===== src/rtl/led_matrix_scanner.sv =====
// Row-scanned 8x8 LED matrix driver with double-buffered frame storage and tear-free swaps.
// Optional PWM-style dimming is compiled in when LED_MATRIX_DIM_EN is defined.
module led_matrix_scanner #(
    parameter int ROW_PERIOD_CYCLES = 3375,
    parameter int BLANK_CYCLES      = 16
) (
    input  logic       clock,
    input  logic       reset_n,
    input  logic       wr_valid,
    output logic       wr_ready,
    input  logic [2:0] wr_row,
    input  logic [7:0] wr_data,
    input  logic       swap_req,
    output logic       swap_pending,
    input  logic [2:0] brightness,
    output logic [7:0] row,
    output logic [7:0] d,
    output logic       frame_start
);

    localparam int CW = $clog2(ROW_PERIOD_CYCLES);
    localparam logic [CW-1:0] CNT_LAST  = CW'(ROW_PERIOD_CYCLES - 1);
    localparam logic [CW-1:0] CNT_BLANK = CW'(BLANK_CYCLES);

    logic [7:0]    buf_q [2][8];
    logic [7:0]    buf_d [2][8];
    logic          front_sel_q, front_sel_d;
    logic [2:0]    idx_q, idx_d;
    logic [CW-1:0] cnt_q, cnt_d;
    logic          swap_pending_q, swap_pending_d;
    logic [7:0]    row_q, row_d;
    logic [7:0]    d_q, d_d;
    logic          frame_start_q, frame_start_d;
    logic          wr_accept;
    logic          boundary;
    logic          lit_window;

`ifdef LED_MATRIX_DIM_EN
    localparam int SUB = (ROW_PERIOD_CYCLES - BLANK_CYCLES) / 8;
    logic [2:0] bright_q, bright_d;

    // Level is latched on counter 0 (always blank) so a slot is never split.
    always_comb begin
        bright_d   = (cnt_q == '0) ? brightness : bright_q;
        lit_window = ({1'b0, cnt_q - CNT_BLANK} < (CW+1)'((int'(bright_q) + 1) * SUB));
    end

    always_ff @(posedge clock or negedge reset_n) begin
        if (!reset_n) bright_q <= '0;
        else          bright_q <= bright_d;
    end
`else
    logic unused_brightness;
    assign unused_brightness = ^brightness;
    assign lit_window        = 1'b1;
`endif

    always_comb begin
        wr_accept = wr_valid && !swap_pending_q;
        boundary  = (cnt_q == CNT_LAST) && (idx_q == 3'd7);

        buf_d = buf_q;
        if (wr_accept) buf_d[~front_sel_q][wr_row] = wr_data;

        cnt_d = (cnt_q == CNT_LAST) ? '0 : cnt_q + CW'(1);
        idx_d = (cnt_q == CNT_LAST) ? idx_q + 3'd1 : idx_q;

        // The swap decision uses the registered flag, so a request on the boundary waits a frame.
        front_sel_d    = front_sel_q ^ (boundary && swap_pending_q);
        swap_pending_d = swap_pending_q;
        if (boundary && swap_pending_q) swap_pending_d = 1'b0;
        else if (swap_req)              swap_pending_d = 1'b1;

        if (cnt_q < CNT_BLANK) begin
            row_d = 8'hFF;
            d_d   = 8'h00;
        end else begin
            row_d = ~(8'h01 << idx_q);
            d_d   = lit_window ? buf_q[front_sel_q][idx_q] : 8'h00;
        end
        frame_start_d = (cnt_q == '0) && (idx_q == 3'd0);
    end

    always_ff @(posedge clock or negedge reset_n) begin
        if (!reset_n) begin
            for (int b = 0; b < 2; b++) begin
                for (int i = 0; i < 8; i++) begin
                    buf_q[b][i] <= 8'h00;
                end
            end
            front_sel_q    <= 1'b0;
            idx_q          <= 3'd0;
            cnt_q          <= '0;
            swap_pending_q <= 1'b0;
            row_q          <= 8'hFF;
            d_q            <= 8'h00;
            frame_start_q  <= 1'b0;
        end else begin
            buf_q          <= buf_d;
            front_sel_q    <= front_sel_d;
            idx_q          <= idx_d;
            cnt_q          <= cnt_d;
            swap_pending_q <= swap_pending_d;
            row_q          <= row_d;
            d_q            <= d_d;
            frame_start_q  <= frame_start_d;
        end
    end

    assign wr_ready     = ~swap_pending_q;
    assign swap_pending = swap_pending_q;
    assign row          = row_q;
    assign d            = d_q;
    assign frame_start  = frame_start_q;

endmodule


===== config.mk =====
export PLATFORM = sky130hd
export DESIGN_NAME = led_matrix_scanner
export DESIGN_NICKNAME = d
export VERILOG_FILES = /design/src/rtl/led_matrix_scanner.sv
export SDC_FILE = /design/constraint.sdc
export NUM_CORES = 1
export LEC_CHECK = 0
export BUFFER_PORTS_ARGS = -buffer_cell sky130_fd_sc_hd__buf_2
export CAP_MARGIN = 10
export CORE_ASPECT_RATIO = 0.7
export CORE_MARGIN = 3
export CORE_UTILIZATION = 40
export CTS_CLUSTER_SIZE = 25
export DETAILED_ROUTE_END_ITERATION = 8
export PLACE_DENSITY = 0.57
export RECOVER_POWER = 50
export SETUP_SLACK_MARGIN = 0.05
export SYNTH_ARGS = -nofsm -noshare
export SYNTH_HDL_FRONTEND = slang
export SYNTH_SLANG_ARGS = --single-unit

===== constraint.sdc =====
create_clock -name clock -period 3.6 [get_ports clock]
set_input_delay 0.36 -clock clock [delete_from_list [all_inputs] [get_ports clock]]
set_output_delay 0.36 -clock clock [all_outputs]
set_load 0.03 [all_outputs]

=== Yosys cells after proc, flatten, opt, wreduce, memory -nomap -nowiden ===
Index checks and enable logic that the tools add are counted.
Widths: inputs -> output; s select.

* Bits of input ports: 18
* Bits in registers: 162

* $lt $le $gt $ge: 7
* Reduce and logical (&&, ||, !) cells: 10
* Equal/unequal tests: 2
* Shift operators: 1
* Bitwise operators: 8
* Mux-type cells: 16
* Add/sub/neg operators: 2

{| class="wikitable"
|+ Operators by type and width
! kind !! number
|-
| $mux 64 || 4
|-
| $bwmux 128 || 1
|-
| $demux 64 s1 || 1
|-
| $mux 8 || 5
|-
| $bmux 8 s3 || 1
|-
| $demux 8 s3 || 1
|-
| $add 12x1->12 const B || 1
|-
| $eq 12x12->1 const B || 1
|-
| $logic_not 12->1 || 1
|-
| $lt 12x5->1 const B || 1
|-
| $mux 12 || 1
|-
| $ge 4x4->1 const B || 2
|-
| $not 3->4 || 2
|-
| $not 8->8 || 1
|-
| $shl 1x3->8 const A || 1
|-
| $logic_and 1x1->1 || 6
|-
| $ge 2x2->1 const B || 2
|-
| $lt 4x1->1 const B || 1
|-
| $not 1->2 || 2
|-
| $add 3x1->3 const B || 1
|-
| $eq 3x3->1 const B || 1
|-
| $logic_not 3->1 || 1
|-
| $lt 2x1->1 const B || 1
|-
| $mux 1 || 2
|-
| 4 further kinds || 5
|}

=== Depth between registers and ports, before layout ===
* Word-level depth: 8
* Gate-level depth with buffers: 7
* Depth with buffers taken out: 6

=== Least setup slack after synthesis ===
No wires, ideal clock.

* Kind: register to register
* Start point: register idx_q[1]
* End point: register d_q[0] (netlist: d[0])
* Slack: 1.860 ns
* Period minus slack after synthesis: 1.740 ns
* Path buffers: 2
* Stages on the path, launching flop included: 7
* Arrival: 1.599 ns
* Required time: 3.458 ns
* Cell sequence: dfrtp_1 > buf_2 > clkbuf_1 > mux4_2 > mux2_2 > o21ai_1 > a31oi_1

* Longest elaborated chain between the ends: 5

{| class="wikitable"
|+ Ends and longest elaborated chain
! what !! line !! RTL
|-
| from (decl) || 28 || <nowiki>logic [2:0] idx_q, idx_d;</nowiki>
|-
| from (signal assigned) || 101 || <nowiki>idx_q <= idx_d;</nowiki>
|-
| $not 3->4 (not written as such) || 79 || <nowiki>d_d = lit_window ? buf_q[front_sel_q][idx_q] : 8'h00;</nowiki>
|-
| $bmux 8 s3 || 79 ||
|-
| $mux 8 (not written as such) (2 in series) || 79 ||
|-
| $mux 8 || 74 || <nowiki>if (cnt_q < CNT_BLANK) begin</nowiki>
|-
| via d_d[0] || 32 || <nowiki>logic [7:0] d_q, d_d;</nowiki>
|-
| to (signal assigned) || 96 || <nowiki>d_q <= 8'h00;</nowiki>
|-
| to (signal assigned) || 105 || <nowiki>d_q <= d_d;</nowiki>
|-
| to (decl) || 32 ||
|}

The timed path passes the listed nets, and every way through them passes these cells. The select of a mux whose other input is x is not followed.
A chain may end at the register's enable or synchronous reset.

==> results.json <==
{
  "status": "finished, violations left",
  "violations": "max-capacitance violations, max-slew violations",
  "areaGrowthSynthToFinish_pct": 13.81,
  "yosysUniqueCellTypes": 35,
  "cp.buffers_inverters": 2,
  "diodes": 0,
  "dp_slack_ns": 1.100,
  "cts_max_path_buffers": 2,
  "syn_area_per_cell_um2": 14.84,
  "rrSetupSlack_ns": 1.15,
  "drc": 0,
  "hpwlAfterDp_um": 10220,
  "rows": 40,
  "crit_type": "input port to async pin",
  "routed-via-count": 4167,
  "yosys-top-cells-area": "dfrtp_1 (53%), mux2_1 (20%), mux4_2 (9.3%)",
  "fin_area_mm2": 0.008228,
  "core_area_mm2": 0.01742,
  "cp_num_cells": 2,
  "min_period_ns": 2.464,
  "worstSkewPairLatency_ns": 0.42,
  "worstMarginPinSlew_ns": 2.071,
  "cp_max_fo": 84,
  "setup_viol": 0,
  "ctsHoldBuffers": 0,
  "post_route_cells_drive_above_1_share_pct": 22.86,
  "cts.repair.resized": 0,
  "dp_cells": 737,
  "initial_utilization_pct": 41.51,
  "die_area_mm2": 0.01975,
  "final_cell_mix": "dfrtp_1 (153), mux2_1 (128), nand2_1 (40)",
  "ys_seq_area_share_pct": 56.21,
  "clockRootBuffer": "clkbuf_16",
  "crit_chain": "clkbuf_2, clkbuf_1",
  "power_uw": 3817,
  "viasPerCell": 5.419,
  "cts_tree": "yes",
  "syn_inst": 487,
  "netlist.area_leader.share_pct": 53.31,
  "slew_viol_final": 85,
  "final_common_cell": "dfrtp_1",
  "cap_violations": 1,
  "fill_cells": 1529,
  "first_pass_iters": 4,
  "crit_required_ns": 3.95,
  "wl_um": 15260,
  "max_slew_margin_pct": -38.07,
  "ir_drop_v": 0.0002754,
  "fin_nets": 552,
  "skew_ns": 0.006814,
  "grt_pass1_wl_um": 25270,
  "crit_path_top_delay_cell": "clkbuf_2",
  "dpl_cell_area_mm2": 0.007646,
  "gp_congestion": 0.7900,
  "arrival_ns": 2.81,
  "grt_max_degree": 85,
  "start_kind": "input port",
  "antenna_left": 0,
  "antenna_found_initial": 0,
  "clk_pin_slew_ns": 0.06,
  "tns_ns": 0,
  "numCtsBuffers": 17,
  "synth_top_cell_by_area": "dfrtp_1",
  "power_density_mw_per_mm2": 463.9,
  "fin_crit_sh_pct": 68.44,
  "detail_route.wl_per_cell_um": 19.84,
  "end_kind": "async pin",
  "min_path_cells": 2,
  "die_x_um": 166.7,
  "io_buffers": 33,
  "clock-sinks": 162,
  "rsz0062_at_grt": "false",
  "die_h_um": 118.5,
  "fmaxAchievable_ghz": 0.4059,
  "ios": 37,
  "setup_ws_ns": 1.136,
  "syn_nets": 514,
  "crit_family": "buffers and inverters",
  "post_cts_buffers": 0,
  "hold_path.class": "input port to register",
  "r2r_cells": 5,
  "p_leak_uw": 0.003998,
  "syn-cell-area_mm2": 0.007229,
  "grt_use_total_pct": 16.54,
  "hold_viol_final": 0,
  "ys_seq_elements": 162,
  "htreeDepth": 4,
  "grt_pass1_vias": 4546,
  "cpPeakStageDelay_ns": 1.42,
  "final_cells": 769,
  "overflow": 0,
  "drt-initial-drc-count": 220,
  "yosys_warnings": 0
}
[cells by family (layout without fill, tap and decap cells)]
group                      after synthesis  count (layout)  share of synthesized area [%]
muxes                                  169             169                          31.36
DFF                                    162             162                          56.21
and+or+nand+nor                         84              84                          5.728
buffers and inverters                   32              83                          2.181
AOI/OAI and AO/OA                       20              20                          1.627
xor gates and xnor gates                11              11                          1.333
adders and majority gates                9               9                          1.558
[worst paths after layout]
check	startpoint	to
worst max register to register	front_sel_q	d[5]
min in group asynchronous	reset_n	front_sel_q
max in group clock	front_sel_q	d[5]
worst min register to register	cnt_q[0]	cnt_q[0]
worst min-delay path	swap_req	swap_pending
worst max-delay path	reset_n	buf_q[111]
[synth_stat cells]
library cell / n
dfrtp_1: 154
mux2_1: 128
nand2_1: 40
mux4_2: 30
clkbuf_1: 13
nor2_1: 12
buf_2: 9
ha_1: 9
o21ai_1: 9
a31oi_1: 8
dfstp_2: 8
mux2_2: 8
nor2b_1: 7
xor2_1: 6
nand3_1: 5
xnor2_1: 5
and3_1: 4
inv_2: 4
nand4_1: 4
buf_6: 3
and2_1: 2
and4_1: 2
and4bb_2: 2
inv_1: 2
mux4_4: 2
nor4_1: 2
buf_4: 1
mux2i_1: 1
nand2b_1: 1
nor2_2: 1
nor3_1: 1
nor4b_2: 1
o211ai_1: 1
o21a_1: 1
o31ai_1: 1
[area by class of cell]
| type | count | area, um^2 | area share (%) |
|---|---|---|---|
| sequential | 162 | 4065 | 49.41 |
| tap | 231 | 289.0 | 3.513 |
| inverter | 6 | 22.52 | 0.2737 |
| timing repair buffer | 45 | 240.2 | 2.920 |
| clock buffer | 21 | 450.4 | 5.474 |
| clock inverter | 11 | 152.6 | 1.855 |
| multi-input combinational | 293 | 3008 | 36.56 |
[layer usage]
| layer | track usage (%) | share of wire (%) | up-vias |
|---|---|---|---|
| met1 | 22.60 | 47 | 2220 |
| met5 | 0 | 0 | - |
| met3 | 3.276 | 3.5 | 22 |
| li1 | - | - | 1843 |
| met2 | 26.58 | 48 | 82 |
| met4 | 5.770 | 1.4 | 0 |
[through the flow]
| step | hold WS [ns] | util (%) |
|---|---|---|
| after global placement | 0.4502 | 43.90 |
| after detailed placement | 0.4615 | 43.90 |
| after floorplan | 0.06441 | - |
| after global routing | 0.1372 | 47.24 |
| final | 0.1461 | 47.24 |
| after CTS | 0.006185 | 47.36 |
[report_power, final]
group	switching [uW]	internal (uW)
sequential	16.7	1860
combinational	67.9	27.4
clock	732	1120
[sequential cells by signal, summed over array words and instances (netlist names)]
name	count
buf_q	128
cnt_q	12
d	8
row	8
idx_q	3
frame_start	1
front_sel_q	1
swap_pending	1
(Power assumes the default switching activity.)
